[src/rtl/fetch_unit_pkg.sv]
// fetch_unit_pkg: shared core constants and fetch-buffer entry type
package fetch_unit_pkg;
   localparam int              XLEN         = 32;
   localparam logic [XLEN-1:0] NOP_INSTR    = 32'h0000_0013;
   localparam logic [XLEN-1:0] RESET_PC_DEF = 32'h0000_0000;
   typedef struct packed {
      logic [XLEN-1:0] pc;
      logic [XLEN-1:0] instr;
   } fb_entry_t;
   function automatic logic [XLEN-1:0] align_pc(input logic [XLEN-1:0] a);
      return {a[XLEN-1:2], 2'b00};
   endfunction
endpackage

[src/rtl/fetch_unit_if.sv]
// fetch_unit_if: instruction-memory request/grant and in-order response channel
interface fetch_unit_if;
   import fetch_unit_pkg::*;
   logic            imem_req;
   logic [XLEN-1:0] imem_addr;
   logic            imem_gnt;
   logic            imem_rvalid;
   logic [XLEN-1:0] imem_rdata;
   modport master (output imem_req, imem_addr, input imem_gnt, imem_rvalid, imem_rdata);
   modport slave  (input imem_req, imem_addr, output imem_gnt, imem_rvalid, imem_rdata);
endinterface

[src/rtl/fetch_fifo.sv]
// fetch_fifo: two-entry {pc, instr} buffer between imem responses and decode
module fetch_fifo
   import fetch_unit_pkg::*;
(
   input  logic      clk,
   input  logic      rst_n,
   input  logic      push,
   input  logic      pop,
   input  logic      flush,
   input  fb_entry_t wdata,
   output fb_entry_t rdata,
   output logic      full,
   output logic      empty
);
   fb_entry_t  mem [2];
   logic       wp, rp, do_push, do_pop;
   logic [1:0] cnt;
   assign full    = cnt == 2'd2;
   assign empty   = cnt == 2'd0;
   assign do_pop  = pop && !empty;
   assign do_push = push && (!full || do_pop);
   assign rdata   = mem[rp];
   always_ff @(posedge clk or negedge rst_n)
      if (!rst_n) begin
         wp  <= 1'b0;
         rp  <= 1'b0;
         cnt <= 2'd0;
      end else if (flush) begin
         wp  <= 1'b0;
         rp  <= 1'b0;
         cnt <= 2'd0;
      end else begin
         wp  <= wp ^ do_push;
         rp  <= rp ^ do_pop;
         cnt <= cnt + 2'(do_push) - 2'(do_pop);
      end
   always_ff @(posedge clk)
      if (do_push && !flush) mem[wp] <= wdata;
endmodule

[src/rtl/fetch_unit.sv]
// fetch_unit: in-order instruction fetch with a two-entry buffer and branch redirect;
// responses still in flight at a redirect are counted out by a drop counter.
module fetch_unit
   import fetch_unit_pkg::*;
#(
   parameter logic [XLEN-1:0] RESET_PC = RESET_PC_DEF,
   parameter int              FB_DEPTH = 2
)(
   input  logic            clk,
   input  logic            rst_n,
   input  logic            if_en,
   input  logic            taken,
   input  logic [XLEN-1:0] target,
   fetch_unit_if.master    imem,
   output logic            de_valid,
   output logic [XLEN-1:0] de_pc,
   output logic [XLEN-1:0] de_instr
);
   logic [XLEN-1:0] fpc, rpc;
   logic [1:0]      outs, outs_nxt, drop, buffered;
   logic            fire, resp, push, pop, full, empty;
   fb_entry_t       head, wdata;
   assign buffered       = full ? 2'd2 : {1'b0, !empty};
   assign imem.imem_addr = fpc;
   assign imem.imem_req  = rst_n && !taken && (int'(outs) + int'(buffered) < FB_DEPTH);
   assign fire           = imem.imem_req && imem.imem_gnt;
   assign resp           = imem.imem_rvalid && outs != 2'd0;
   assign outs_nxt       = outs + 2'(fire) - 2'(resp);
   // a response landing in the redirect cycle belongs to the old stream
   assign push           = resp && drop == 2'd0 && !taken;
   assign pop            = de_valid && if_en && !taken;
   assign wdata          = '{pc: rpc, instr: imem.imem_rdata};
   assign de_valid       = !empty;
   assign de_pc          = empty ? '0 : head.pc;
   assign de_instr       = empty ? NOP_INSTR : head.instr;
   always_ff @(posedge clk or negedge rst_n)
      if (!rst_n) begin
         fpc  <= RESET_PC;
         rpc  <= RESET_PC;
         outs <= 2'd0;
         drop <= 2'd0;
      end else begin
         outs <= outs_nxt;
         fpc  <= taken ? align_pc(target) : fire ? fpc + 32'd4 : fpc;
         rpc  <= taken ? align_pc(target) : push ? rpc + 32'd4 : rpc;
         drop <= taken ? outs_nxt : (resp && drop != 2'd0) ? drop - 2'd1 : drop;
      end
   fetch_fifo u_fifo (
      .clk   (clk),
      .rst_n (rst_n),
      .push  (push),
      .pop   (pop),
      .flush (taken),
      .wdata (wdata),
      .rdata (head),
      .full  (full),
      .empty (empty)
   );
endmodule

[src/flat_wrapper.sv]
// flat-port wrapper written by rule: the top's interface ports become plain ports
module fetch_unit_flat import fetch_unit_pkg::*;
#(
   parameter logic [XLEN-1:0] RESET_PC = RESET_PC_DEF,
   parameter int              FB_DEPTH = 2
)
  (clk, rst_n, if_en, taken, target, de_valid, de_pc, de_instr, imem_imem_req, imem_imem_addr, imem_imem_gnt, imem_imem_rvalid, imem_imem_rdata);
  fetch_unit_if imem_i ();
  input  logic clk;
  input  logic rst_n;
  input  logic if_en;
  input  logic taken;
  input  logic [XLEN-1:0] target;
  output logic de_valid;
  output logic [XLEN-1:0] de_pc;
  output logic [XLEN-1:0] de_instr;
  output wire logic [$bits(imem_i.imem_req)-1:0] imem_imem_req;
  output wire logic [$bits(imem_i.imem_addr)-1:0] imem_imem_addr;
  input wire logic [$bits(imem_i.imem_gnt)-1:0] imem_imem_gnt;
  input wire logic [$bits(imem_i.imem_rvalid)-1:0] imem_imem_rvalid;
  input wire logic [$bits(imem_i.imem_rdata)-1:0] imem_imem_rdata;
  assign imem_imem_req = imem_i.imem_req;
  assign imem_imem_addr = imem_i.imem_addr;
  assign imem_i.imem_gnt = imem_imem_gnt;
  assign imem_i.imem_rvalid = imem_imem_rvalid;
  assign imem_i.imem_rdata = imem_imem_rdata;
  fetch_unit #(.RESET_PC(RESET_PC), .FB_DEPTH(FB_DEPTH)) u_core (.clk(clk), .rst_n(rst_n), .if_en(if_en), .taken(taken), .target(target), .imem(imem_i), .de_valid(de_valid), .de_pc(de_pc), .de_instr(de_instr));
endmodule
[config.mk]
export PLATFORM = sky130hd
export DESIGN_NAME = fetch_unit_flat
export DESIGN_NICKNAME = d
export VERILOG_FILES = /design/src/rtl/fetch_unit_pkg.sv /design/src/rtl/fetch_unit_if.sv /design/src/rtl/fetch_fifo.sv /design/src/rtl/fetch_unit.sv /design/src/flat_wrapper.sv
export SDC_FILE = /design/constraint.sdc
export NUM_CORES = 1
export LEC_CHECK = 0
export CORE_MARGIN = 3
export CORE_UTILIZATION = 46
export CTS_CLUSTER_SIZE = 24
export DETAILED_ROUTE_END_ITERATION = 12
export MAX_ROUTING_LAYER = met4
export PLACE_DENSITY = 0.68
export SETUP_SLACK_MARGIN = 0.3
export SLEW_MARGIN = 20
export SYNTH_ARGS = -nofsm -noshare
export SYNTH_HDL_FRONTEND = slang
export SYNTH_HIERARCHICAL = 1
export SYNTH_SLANG_ARGS = --single-unit
[constraint.sdc]
create_clock -name clk -period 7.35 [get_ports clk]
set_input_delay 0.735 -clock clk [delete_from_list [all_inputs] [get_ports clk]]
set_output_delay 0.735 -clock clk [all_outputs]
set_load 0.02 [all_outputs]
==> flow_metrics.env, run 1 <==
export IMPL_cts_tree="done"
export IMPL_layout_setup_ws_ns=3.665
export IMPL_wirelength_um=20310
export IMPL_postSynthAreaPerCell_um2=13.54
export IMPL_ant_nets=0
export IMPL_fmax_ghz=0.2714
export IMPL_rows=51
export IMPL_ir_drop_mv=0.1472
export IMPL_tightest_slew_ns=0.9195
export IMPL_start_util=0.4724
export IMPL_place_ws_ns=3.597
export IMPL_holdCritPathClass="input port to asynchronous set/reset pin"
export IMPL_grt_usage=0.1909
export IMPL_p_per_area_mw_per_mm2=235.8
export IMPL_overflow=0
export IMPL_clock_path_buffers=2
export IMPL_hpwl_um=13700
export IMPL_status="finished clean"
export IMPL_gp_congestion=0.8503
export IMPL_path_max_fanout=4
export IMPL_avgRoutedWirePerCell_um=17.99
export IMPL_yosys_top_cells_count="edfxtp_1, dfrtp_1, nor2b_1, mux2_4, nand2_1"
export IMPL_synthFlopType="edfxtp_1"
export IMPL_grt_pass1_wl_um=32190
export IMPL_clock_sinks=196
export IMPL_drv_slew=0
export IMPL_synth_seq_cells=196
export IMPL_rsz0062_at_grt="false"
export IMPL_setup_tns_final_ns=0
export IMPL_crit_path_max_incr_delay_ns=0.63
export IMPL_cts_hold_buffers=0
export IMPL_cp_cell_sequence="nand2b_1 > inv_1 > nor3b_1 > fa_1 > or3b_2 > nor2_1 > clkdlybuf4s50_1"
export IMPL_drc=0
export IMPL_timing_slew_headroom=0.3870
export IMPL_vias=6014
export IMPL_cp_num_buf_inv=2
export IMPL_yosysWarnings=6
export IMPL_grt_start_max_net_pins=71
export IMPL_r2r_setup_slack_ns=4.01
export IMPL_grt_pass1_vias=6148
export IMPL_htreeDepth=4
export IMPL_crit_type="flip-flop to primary output"
export IMPL_crit_slowest_cell="clkdlybuf4s50_1"
export IMPL_drv_cap=0
export IMPL_antenna_found_initial=0
export IMPL_final_hold_violation_count=0
export IMPL_fillers=1577
export IMPL_fin_hold_ws_ns=0.5174
export IMPL_cts_setup_buffers=0
export IMPL_worstPathRequired_ns=6.61
export IMPL_cts_resized_gates=0
export IMPL_clock_latency_ns=0.43
export IMPL_endpoint_kind="primary output"
export IMPL_netlist_top_cell_by_area="edfxtp_1"
export IMPL_ioPinCount=168
export IMPL_yosysMostFrequentCell="edfxtp_1"
export IMPL_fin_crit_sh=0.5014
export IMPL_n_antenna_cell=0
export IMPL_clk_pin_slew_ns=0.07
export IMPL_dr_pass1_iters=5
export IMPL_dieHeight_um=148.1
export IMPL_synth_distinct_cells=58
export IMPL_cp_top_family="simple AND/OR/NAND/NOR gates"
export IMPL_fin_crit_ns=3.685
export IMPL_die_area_mm2=0.02193
export IMPL_crit_path_start_kind="flip-flop"
export IMPL_synth_top_area_share=0.4140
export IMPL_synth_async_reset_ratio=0.3469
export IMPL_synth_edf_count=128
export IMPL_avgViaCountPerCell=5.327
export IMPL_io_buffer_count=163
export IMPL_netlist_top_cells_area="edfxtp_1, dfrtp_1, mux2_4, nor2b_1, mux2_2"
export IMPL_clock_root_buffer="clkbuf_16"
export IMPL_core_area_mm2=0.01965
export IMPL_synth_seq_area_share=0.5972
export IMPL_fp_dieW_um=148.1
export IMPL_critical_path_arrival_ns=2.95
export IMPL_synth_area_mm2=0.009285
export IMPL_drive_above_1_share=0.1690
export IMPL_final_nets=929
export IMPL_drtIter0Drc=362
export IMPL_final_setup_viol_count=0
export IMPL_p_leak_nw=4.195
export IMPL_synthCells=686
export IMPL_skew_ns=0.01150
export IMPL_final_util=0.5992
export IMPL_area_delta_synth_final_pct=26.83
export IMPL_numCtsBuffers=17
-- cell families (layout without fill, tap and decap cells) --
logic type               Yosys count  in the layout  share of synthesized area
flip-flops                       196            196                     0.5972
AND/OR/NAND/NOR                  243            243                     0.1546
AO/OA/AOI/OAI                     70             70                    0.05134
buffers and inverters             45            218                    0.02681
adder cells (fa/ha/maj)            8              8                    0.01159
XOR/XNOR                          43             43                    0.04056
other                              1              6                  0.0004039
multiplexers                      80             80                     0.1175
-- final timing paths --
kind	startpoint	endpoint	depth (start not counted)
max	u_core/u_fifo/cnt[0]	imem_imem_req	7
min	rst_n	u_core/imem.imem_addr[25]	2
max reg2reg	u_core/u_fifo/cnt[0]	u_core/drop[1]	13
min reg2reg	u_core/rpc[24]	u_core/u_fifo/mem[0][56]	0
max in group asynchronous	rst_n	u_core/u_fifo/rp	2
min in group clk	u_core/rpc[24]	u_core/u_fifo/mem[0][56]	0
-- worst register-to-register path: cells and delay by family, from the launching register on --
kind,cells,cell delay (ns)
adders and majority gates,3,0.90
buffers and inverters,3,0.40
and+or+nand+nor,4,1.03
AOI/OAI and AO/OA,1,0.18
xor gates and xnor gates,2,0.28
DFF,1,0.44
-- through the flow --
step	cell area (um2)	total power, mW	instances
floorplan	9304	1.633	691
global placement	11150	1.844	1096
detailed placement	11150	1.863	1096
CTS	11750	2.801	1128
global route	11780	2.892	1129
finish	11780	2.777	1129
-- sequential cells by signal, indices dropped and copies added, names as in the netlist --
register	cells
u_core/outs	2
u_core/u_fifo/cnt	2
u_core/u_fifo/wp	1
u_core/drop	2
u_core/u_fifo/mem	128
u_core/rpc	30
u_core/u_fifo/rp	1
u_core/imem.imem_addr	30
-- report_power, final --
group	switching, mW	internal (mW)	leakage [nW]	total [mW]
clock	0.409	0.526	0.292	0.935
sequential	0.0842	1.26	1.96	1.34
combinational	0.263	0.239	1.94	0.503
-- layer usage --
| layer | GRT usage | vias up | share of wire |
|---|---|---|---|
| met5 | - | - | 0 |
| met4 | 0.04711 | 0 | 0.0089 |
| met3 | 0.03443 | 15 | 0.057 |
| met2 | 0.2889 | 243 | 0.46 |
| met1 | 0.2715 | 2893 | 0.47 |
| li1 | - | 2863 | - |
-- final cells by class --
cell class / count / area [um2] / area share
Sequential cell: 196 / 5549 / 0.4712
Multi-Input combinational cell: 450 / 3527 / 0.2995
Timing Repair Buffer: 172 / 1714 / 0.1456
Clock buffer: 19 / 452.9 / 0.03846
Tap cell: 265 / 331.6 / 0.02816
Clock inverter: 13 / 148.9 / 0.01264
Inverter: 14 / 52.55 / 0.004462
-- layout by cell type, fill, tap and decap left out, types with 8 or more instances in the layout --
| cell | synthesis | layout |
|---|---|---|
| and3_1 | 9 | 9 |
| nand2_1 | 44 | 44 |
| nor2b_1 | 63 | 63 |
| clkbuf_16 | 0 | 17 |
| nor2_1 | 23 | 22 |
| o21ai_0 | 22 | 22 |
| inv_1 | 14 | 14 |
| nand3_1 | 33 | 33 |
| a21oi_1 | 10 | 10 |
| xor2_1 | 16 | 16 |
| o211ai_1 | 8 | 8 |
| nand4_1 | 21 | 21 |
| o311ai_0 | 14 | 14 |
| xnor2_1 | 27 | 27 |
| mux2_2 | 28 | 28 |
| clkdlybuf4s50_1 | 0 | 162 |
| dfrtp_1 | 68 | 67 |
| buf_4 | 2 | 8 |
| mux2_4 | 51 | 51 |
| edfxtp_1 | 128 | 128 |
(Power assumes the default switching activity.)
==> inputs of run 2 (changes only) <==
==> constraint.sdc (replaced) <==
create_clock -name clk -period 3.8 [get_ports clk]
set_input_delay 0.38 -clock clk [delete_from_list [all_inputs] [get_ports clk]]
set_output_delay 0.38 -clock clk [all_outputs]
set_load 0.02 [all_outputs]
==> run 2 against run 1 <==
Worst hold slack worse by 0.30 ns. Largest cell class unchanged. Via count up 0.42%. Non-clock buffer count is 2 higher. Setup slack got worse by 3.1 ns. Register-to-register slack worse by 3.5 ns. Combinational power grew 95%. Sequential power rose by 93%.
==> flow_metrics.env, run 2 (same netlist as run 1, synthesis figures left out) <==
export IMPL_htreeDepth=4
export IMPL_cts_tree="done"
export IMPL_crit_type="flip-flop to flip-flop"
export IMPL_largest_register_ffs=128
export IMPL_avgRoutedWirePerCell_um=18.13
export IMPL_ioPinCount=168
export IMPL_drtIter0Drc=295
export IMPL_skew_ns=0.01053
export IMPL_grt_usage=0.1945
export IMPL_final_hold_violation_count=0
export IMPL_crit_path_max_incr_delay_ns=0.56
export IMPL_clock_root_buffer="clkbuf_16"
export IMPL_start_util=0.4724
export IMPL_final_cell_mix="clkdlybuf4s50_1, edfxtp_1, dfrtp_1, nor2b_1, mux2_4"
export IMPL_rows=51
export IMPL_antenna_found_initial=1
export IMPL_status="finished clean"
export IMPL_path_max_fanout=5
export IMPL_rsz0062_at_grt="false"
export IMPL_hpwl_um=14100
export IMPL_drive_above_1_share=0.1709
export IMPL_fmax_ghz=0.3052
export IMPL_overflow=0
export IMPL_tightest_slew_ns=0.8848
export IMPL_endpoint_kind="flip-flop"
export IMPL_grt_pass1_wl_um=32710
export IMPL_ir_drop_mv=0.3039
export IMPL_p_per_area_mw_per_mm2=445.4
export IMPL_final_setup_viol_count=0
export IMPL_holdCritPathClass="input port to asynchronous set/reset pin"
export IMPL_dieHeight_um=148.1
export IMPL_clock_sinks=196
export IMPL_critical_path_arrival_ns=3.58
export IMPL_core_area_mm2=0.01965
export IMPL_clock_path_buffers=2
export IMPL_area_delta_synth_final_pct=26.64
export IMPL_drc=0
export IMPL_drv_slew=0
export IMPL_cp_num_buf_inv=1
export IMPL_io_buffer_count=163
export IMPL_final_common_cell="clkdlybuf4s50_1"
export IMPL_die_area_mm2=0.02193
export IMPL_wirelength_um=20530
export IMPL_dr_pass1_iters=5
export IMPL_grt_start_max_net_pins=69
export IMPL_final_nets=931
export IMPL_crit_slowest_cell="nor4bb_1"
export IMPL_timing_slew_headroom=0.4101
export IMPL_vias=6039
export IMPL_regMostFlops="u_core/u_fifo/mem"
export IMPL_fin_crit_sh=0.8622
export IMPL_place_ws_ns=0.4377
export IMPL_gp_congestion=0.8594
export IMPL_fin_crit_ns=3.276
export IMPL_crit_path_start_kind="flip-flop"
export IMPL_r2r_setup_slack_ns=0.52
export IMPL_cp_top_family="simple AND/OR/NAND/NOR gates"
export IMPL_p_leak_nw=4.206
export IMPL_fin_hold_ws_ns=0.2218
export IMPL_clock_latency_ns=0.43
export IMPL_numCtsBuffers=17
export IMPL_ant_nets=0
export IMPL_clk_pin_slew_ns=0.08
export IMPL_drv_cap=0
export IMPL_setup_tns_final_ns=0
export IMPL_worstPathRequired_ns=4.11
export IMPL_avgViaCountPerCell=5.335
export IMPL_grt_pass1_vias=6150
export IMPL_fp_dieW_um=148.1
export IMPL_cp_cell_sequence="nand2b_1 > inv_1 > nor3b_1 > fa_1 > nor4bb_1 > and4_1 > nand2_1 > o311ai_0 > nand3_1"
export IMPL_layout_setup_ws_ns=0.5235
## run 2: cell types whose count changed in the layout (fill, tap and decap cells not counted), moves of 2 or more
cell / change
buf_12: +2
bufinv_16: -2
clkbuf_8: -2
inv_4: +2
inv_6: +2
## run 2: timing repair
item,CTS,global route
hold buffers,0,0
buffers inserted,0,1
gates resized for setup,0,2
endpoints found under the setup margin,0,2
## run 2: metrics by stage
step | total power, mW | std cells | area [um2] | util
5_1_grt | 5.490 | 1132 | 11760 | 0.5983
3_5_place_dp | 3.612 | 1098 | 11200 | 0.5698
2_1_floorplan | 3.158 | 691 | 9326 | -
3_3_place_gp | 3.568 | 1098 | 11200 | 0.5698
4_1_cts | 5.292 | 1130 | 11740 | 0.5975
6_report | 5.238 | 1132 | 11760 | 0.5983
## run 2: final timing paths
path	start	end	cells past startpoint
worst max-delay path	u_core/u_fifo/cnt[0]	u_core/imem.imem_addr[30]	9
worst max register to register	u_core/u_fifo/cnt[0]	u_core/imem.imem_addr[30]	9
min in group clk	imem_imem_rdata[10]	u_core/u_fifo/mem[0][10]	1
max in group asynchronous	rst_n	u_core/u_fifo/rp	2
worst min register to register	u_core/rpc[24]	u_core/u_fifo/mem[1][56]	0
worst min-delay path	rst_n	u_core/imem.imem_addr[25]	2
## run 2: final cells by class
type,count,area (um2)
antenna,1,2.502
clock buffer,17,425.4
clock inverter,15,117.6
fill,1616,7895
inverter,14,56.30
multi-input combinational,450,3540
sequential,196,5549
tap,265,331.6
timing repair buffer,174,1737
## run 2: per-layer routing
layer | GRT usage | wire length (um) | up-vias
li1 | - | - | 2874
met1 | 0.2760 | 9718 | 2898
met2 | 0.2866 | 9193 | 249
met3 | 0.04418 | 1295 | 18
met4 | 0.05127 | 317 | 0
met5 | - | 0 | -
## run 2: power by group
part           internal, mW  switching, mW
registers              2.43          0.162
clock network         0.855          0.814
logic                 0.467          0.513
==> inputs of run 3 (changes only) <==
--- a/config.mk
+++ b/config.mk
@@ -7,7 +7,6 @@
 export LEC_CHECK = 0
 export CORE_MARGIN = 3
 export CORE_UTILIZATION = 46
-export CTS_CLUSTER_SIZE = 24
 export DETAILED_ROUTE_END_ITERATION = 12
 export MAX_ROUTING_LAYER = met4
 export PLACE_DENSITY = 0.68
==> results of run 3 <==
Same layout as run 2: the final DEF is identical, and so are final timing and power.
